`src/rtl/hazard_control.sv`:
```
// hazard_control
//   Pipeline sequencing controller for the 5-stage CPU. Drives the load
//   enables of the PC and the four pipeline latches, plus the bubble
//   (flush) controls of IF/ID, ID/EX and EX/MEM. Handles memory-wait
//   freezes, load-use bubbles, branch/jump flushes and the halt drain.
//
//   Optional feature macro: HAZARD_PERF_EN
//     defined   - stall_count counts RUN cycles with pc_en=0 (saturating).
//     undefined - stall_count is tied to 0, no counter is built.
//
// Ports
//   CLK, nRST          clock, asynchronous active-low reset
//   ihit, dhit         fetch / data access complete this cycle
//   dmem_req           EX/MEM holds a load or store
//   instr_id           IF/ID instruction (rs=[25:21], rt=[20:16])
//   halt_id, jump_id   HALT / jump currently in ID
//   MemRead_ex         ID/EX holds a load
//   wsel_ex            ID/EX destination register
//   branch_taken_mem   EX/MEM branch resolved taken
//   *_en               PC / latch load enables
//   *_flush            load a NOP bubble into the latch
//   halt_out           core halted (registered)
//   stall_count        performance counter
//
// state   | meaning
// RUN     | normal issue
// DRAIN   | HALT accepted, older instructions draining; drain_cnt = halt age
// HALTED  | halt reached MEM/WB; everything frozen until reset
module hazard_control #(
    parameter int CPUID = 0
) (
    input  logic        CLK,
    input  logic        nRST,
    input  logic        ihit,
    input  logic        dhit,
    input  logic        dmem_req,
    input  logic [31:0] instr_id,
    input  logic        halt_id,
    input  logic        jump_id,
    input  logic        MemRead_ex,
    input  logic [4:0]  wsel_ex,
    input  logic        branch_taken_mem,
    output logic        pc_en,
    output logic        ifid_en,
    output logic        idex_en,
    output logic        exmem_en,
    output logic        memwb_en,
    output logic        ifid_flush,
    output logic        idex_flush,
    output logic        exmem_flush,
    output logic        halt_out,
    output logic [31:0] stall_count
);

    localparam logic [1:0] ST_RUN    = 2'd0;
    localparam logic [1:0] ST_DRAIN  = 2'd1;
    localparam logic [1:0] ST_HALTED = 2'd2;

    logic [1:0] state, next_state;
    logic [1:0] drain_cnt, next_cnt;

    logic freeze, load_use;
    logic [4:0] rs, rt;

    logic pc_en_c, ifid_en_c, idex_en_c, exmem_en_c, memwb_en_c;
    logic ifid_flush_c, idex_flush_c, exmem_flush_c;

    // Fields of instr_id other than rs/rt and the CPUID parameter are not used.
    logic unused_bits;
    assign unused_bits = &{1'b0, instr_id[31:26], instr_id[15:0], CPUID[0]};

    assign rs       = instr_id[25:21];
    assign rt       = instr_id[20:16];
    assign freeze   = dmem_req & ~dhit;
    assign load_use = MemRead_ex & (wsel_ex != 5'd0) & ((wsel_ex == rs) | (wsel_ex == rt));

    always_comb begin
        pc_en_c       = 1'b0;
        ifid_en_c     = 1'b0;
        idex_en_c     = 1'b0;
        exmem_en_c    = 1'b0;
        memwb_en_c    = 1'b0;
        ifid_flush_c  = 1'b0;
        idex_flush_c  = 1'b0;
        exmem_flush_c = 1'b0;
        next_state    = state;
        next_cnt      = drain_cnt;

        // HALTED and freeze both leave every control low and hold state.
        if (state != ST_HALTED && !freeze) begin
            case (state)
                ST_RUN: begin
                    ifid_en_c  = 1'b1;
                    idex_en_c  = 1'b1;
                    exmem_en_c = 1'b1;
                    memwb_en_c = 1'b1;
                    if (branch_taken_mem) begin
                        pc_en_c       = 1'b1;
                        ifid_flush_c  = 1'b1;
                        idex_flush_c  = 1'b1;
                        exmem_flush_c = 1'b1;
                    end else if (load_use) begin
                        ifid_en_c    = 1'b0;
                        idex_flush_c = 1'b1;
                    end else if (halt_id) begin
                        ifid_flush_c = 1'b1;
                        next_state   = ST_DRAIN;
                        next_cnt     = 2'd1;
                    end else if (jump_id) begin
                        pc_en_c      = 1'b1;
                        ifid_flush_c = 1'b1;
                    end else begin
                        pc_en_c      = ihit;
                        ifid_flush_c = ~ihit;
                    end
                end
                ST_DRAIN: begin
                    ifid_en_c    = 1'b1;
                    idex_en_c    = 1'b1;
                    exmem_en_c   = 1'b1;
                    memwb_en_c   = 1'b1;
                    ifid_flush_c = 1'b1;
                    // A taken branch can still squash the halt while it is in ID/EX.
                    if (branch_taken_mem && drain_cnt == 2'd1) begin
                        pc_en_c       = 1'b1;
                        idex_flush_c  = 1'b1;
                        exmem_flush_c = 1'b1;
                        next_state    = ST_RUN;
                        next_cnt      = 2'd0;
                    end else if (drain_cnt == 2'd3) begin
                        next_state = ST_HALTED;
                        next_cnt   = 2'd0;
                    end else begin
                        next_cnt = drain_cnt + 2'd1;
                    end
                end
                default: begin
                    next_state = ST_RUN;
                    next_cnt   = 2'd0;
                end
            endcase
        end
    end

    always_ff @(posedge CLK or negedge nRST) begin
        if (!nRST) begin
            state     <= ST_RUN;
            drain_cnt <= 2'd0;
            halt_out  <= 1'b0;
        end else begin
            state     <= next_state;
            drain_cnt <= next_cnt;
            halt_out  <= (next_state == ST_HALTED);
        end
    end

    // Controls are forced low while reset is held.
    assign pc_en       = nRST & pc_en_c;
    assign ifid_en     = nRST & ifid_en_c;
    assign idex_en     = nRST & idex_en_c;
    assign exmem_en    = nRST & exmem_en_c;
    assign memwb_en    = nRST & memwb_en_c;
    assign ifid_flush  = nRST & ifid_flush_c;
    assign idex_flush  = nRST & idex_flush_c;
    assign exmem_flush = nRST & exmem_flush_c;

`ifdef HAZARD_PERF_EN
    logic [31:0] stall_q;

    always_ff @(posedge CLK or negedge nRST) begin
        if (!nRST) begin
            stall_q <= 32'd0;
        end else if (state == ST_RUN && !pc_en_c && stall_q != 32'hFFFF_FFFF) begin
            stall_q <= stall_q + 32'd1;
        end
    end

    assign stall_count = stall_q;
`else
    assign stall_count = 32'd0;
`endif

endmodule

```
`config.mk`:
```
export PLATFORM = sky130hd
export DESIGN_NAME = hazard_control
export DESIGN_NICKNAME = d
export VERILOG_FILES = /design/src/rtl/hazard_control.sv
export SDC_FILE = /design/constraint.sdc
export NUM_CORES = 1
export LEC_CHECK = 0
export ABC_AREA = 1
export CORE_ASPECT_RATIO = 0.5
export CORE_MARGIN = 2
export CORE_UTILIZATION = 30
export DETAILED_ROUTE_END_ITERATION = 8
export PLACE_DENSITY_LB_ADDON = 0.25
export SLEW_MARGIN = 25
export SYNTH_ARGS = -nofsm -noshare
export SYNTH_HDL_FRONTEND = slang
export SYNTH_SLANG_ARGS = --single-unit
```
`constraint.sdc`:
```
create_clock -name CLK -period 1.8 [get_ports CLK]
set_clock_uncertainty 0.2 [all_clocks]
set_input_delay 0.27 -clock CLK [delete_from_list [all_inputs] [get_ports CLK]]
set_output_delay 0.27 -clock CLK [all_outputs]
set_load 0.005 [all_outputs]
```
==> impl_metrics.json <==
{
  "finalHoldViolations": 0,
  "drtAntennaViolNets": 0,
  "fin_nets": 262,
  "timing.fmax_mhz": 555,
  "coreArea_um2": 2720,
  "htreeDepth": 1,
  "cts_tree": "done",
  "synthesis.area_um2": 901,
  "yosysSeqAreaShare_pct": 13.9,
  "crit_fanout": 2,
  "finalPower_mw": 0.445,
  "num_rows": 13,
  "hold_path.class": "input port to asynchronous set/reset pin",
  "power.density_nw_per_um2": 318,
  "ys_seq_elements": 5,
  "start_util_pct": 33.2,
  "vias": 998,
  "gr-total-overflow": 0,
  "track_usage_pct": 12.1,
  "ios": 87,
  "area_delta_synth_final_pct": 55.1,
  "synth_top_family_by_area": "buffers and inverters",
  "viasPerCell": 3.99,
  "drcViolationCount": 0,
  "status": "finished with violations",
  "yosysUniqueCellTypes": 25,
  "internal_power_mw": 0.323,
  "diodes": 0,
  "synth-simple-area-share_pct": 32.4,
  "numPortBuffers": 32,
  "yosysWarnings": 0,
  "layout-drive-gt1-share_pct": 42.3,
  "clock_sinks": 5,
  "routed_wl_mm": 2.19,
  "drv_slew": 0,
  "worstSetupStartpointType": "flip-flop",
  "cts_root_buffer": "clkbuf_8",
  "critical_path_arrival_ns": 1.33,
  "power_switching_share_pct": 27.5,
  "synthAdderAreaFrac_pct": 2.78,
  "cts_buffers": 3,
  "clockBufferDepth": 2,
  "cts.clk_slew.worst_paths_ns": 0.03,
  "syn_inst": 149,
  "synth_top_area_share_pct": 28.3,
  "whs_ns": 0.327,
  "finalSetupViolCount": 1,
  "yosysTopAreaCell": "buf_4",
  "criticalPathCategory": "flip-flop to output pin",
  "synth_xor_area_share_pct": 1.94,
  "synthMuxAreaShare_pct": 0,
  "setup_tns_ns": -0.000765,
  "p_comb_share_pct": 28.1,
  "p_clk_share_pct": 46.5,
  "grt_first_pass_wirelength_mm": 3.22,
  "detailedPlacementHpwl_mm": 1.69,
  "p_seq_share_pct": 25.4,
  "rsz0062_at_grt": "yes",
  "clk_latency_ns": 0.22,
  "first_iter_violations": 24,
  "cp-end-kind": "output pin",
  "grt_max_degree": 6,
  "min_period_over_period_pct": 100,
  "first_global_vias": 798,
  "synth_compound_area_share_pct": 8.19,
  "final.setup.worst_slack_ns": -0.000765,
  "cap_violations": 0,
  "die_w_um": 81.5,
  "p_switching_mw": 0.122,
  "dr.pass1.iters": 4,
  "dieArea_um2": 3480,
  "syn_area_per_cell_um2": 6.05,
  "wl_per_cell_um": 8.74,
  "fin_crit_ns": 1.80,
  "required_ns": 1.33,
  "peakVddDrop_v": 0.000156,
  "gp_congestion": 0.859,
  "synthTopCellsByArea": "buf_4 (28%), dfrtp_1 (14%), nand2_1 (13%), inv_1 (9.6%), nor2_1 (6.3%)",
  "antenna_found_initial": 0,
  "violations": "setup timing",
  "leakagePower_nw": 0.853,
  "fp.dieH_um": 42.8
}
[cell type report]
class                   count  area (µm²)
inverters                  29         109
clock buffers               4        45.0
well taps                  37        46.3
flip-flops and latches      5         128
fillers                   284        1320
repair buffers             63         470
multi-input cells         112         599
[flip-flops by register name, indices dropped and copies added (netlist names)]
register / flops
halt_out: 1
drain_cnt: 2
state: 2
[worst max-delay path, cell delays in order (launching register included)]
cell,delay (ns)
dfrtp_1,0.36
inv_1,0.06
ha_2,0.16
nand2_2,0.06
nor3_4,0.14
buf_4,0.14
o21ai_2,0.05
inv_1,0.04
buf_2,0.10
[what timing repair did]
item,CTS,global route
buffers inserted,8,3
endpoints found under the setup margin,12,10
hold buffers,0,1
endpoints found under the hold margin,0,5
resized for setup,81,23
pin swaps,29,21
[metrics by stage]
step                setup slack [ns]  util (%)  instance area (µm²)  std cells
floorplan                      0.266         -                 1020        180
global placement              -0.766      47.1                 1280        235
detailed placement            -0.784      47.1                 1280        235
CTS                          -0.0666      50.4                 1370        246
global route                 -0.0903      51.5                 1400        250
finish                     -0.000765      51.5                 1400        250
[cell families after synthesis]
logic type      Yosys count
fa+ha+maj                 2
xor+xnor                  2
other cells               1
compound gates           12
simple gates             64
buf+inv                  63
flops                     5
[per-layer routing]
| metal | part of all wire [%] | global-route usage (%) | up-vias |
|---|---|---|---|
| li1 | - | - | 508 |
| met1 | 39 | 14.1 | 432 |
| met2 | 49 | 20.3 | 56 |
| met3 | 11 | 4.26 | 2 |
| met4 | 1.1 | 5.08 | 0 |
| met5 | 0 | 0 | - |
[cell usage in the layout (no fill, tap or decap), types with 2 or more instances in the layout]
master	synthesis	layout
a31oi_1	2	2
buf_2	0	9
buf_4	34	30
buf_6	0	2
clkbuf_2	0	7
clkbuf_8	0	3
clkdlybuf4s50_1	0	5
conb_1	1	32
dfrtp_1	5	3
dfrtp_2	0	2
dlygate4sd2_1	0	8
inv_1	23	19
inv_2	5	9
nand2_1	32	28
nand2_2	6	9
nand2_4	1	2
nand3_1	3	3
nor2_1	15	11
nor2_2	1	4
nor2_4	1	2
o21ai_1	3	2
o21ai_2	2	5
[synthesized netlist by cell type, drive strengths merged]
| library cell | count |
|---|---|
| nand3b | 1 |
| dfrtp | 5 |
| nand3 | 4 |
| ha | 2 |
| inv | 28 |
| clkinv | 1 |
| a21oi | 2 |
| nand2 | 39 |
| nand4 | 1 |
| conb | 1 |
| o2111ai | 1 |
| xnor2 | 2 |
| o21ai | 7 |
| nor2 | 17 |
| buf | 34 |
| nor3 | 2 |
| a31oi | 2 |
[power groups by stage]
stage	clock, mW	sequential [mW]	combinational, mW
3_3_place_gp	0	0.114	0.127
5_1_grt	0.222	0.113	0.143
4_1_cts	0.214	0.113	0.121
3_5_place_dp	0	0.114	0.128
6_report	0.207	0.113	0.125
2_1_floorplan	0	0.114	0.103
[path summary, 6_finish.rpt]
kind,startpoint,end,slack [ns],depth (start not counted)
min in group CLK,drain_cnt[1]$_DFFE_PN0P_,drain_cnt[1]$_DFFE_PN0P_,0.37,3
worst min register to register,drain_cnt[1]$_DFFE_PN0P_,drain_cnt[1]$_DFFE_PN0P_,0.37,3
worst min-delay path,nRST,state[0]$_DFF_PN0_,0.33,3
max in group asynchronous,nRST,state[1]$_DFF_PN0_,0.95,3
worst max register to register,state[0]$_DFF_PN0_,drain_cnt[0]$_DFFE_PN0P_,0.19,9
worst max-delay path,drain_cnt[1]$_DFFE_PN0P_,idex_flush,-0.0008,8
No activity file was read; power rests on OpenSTA's default activity.
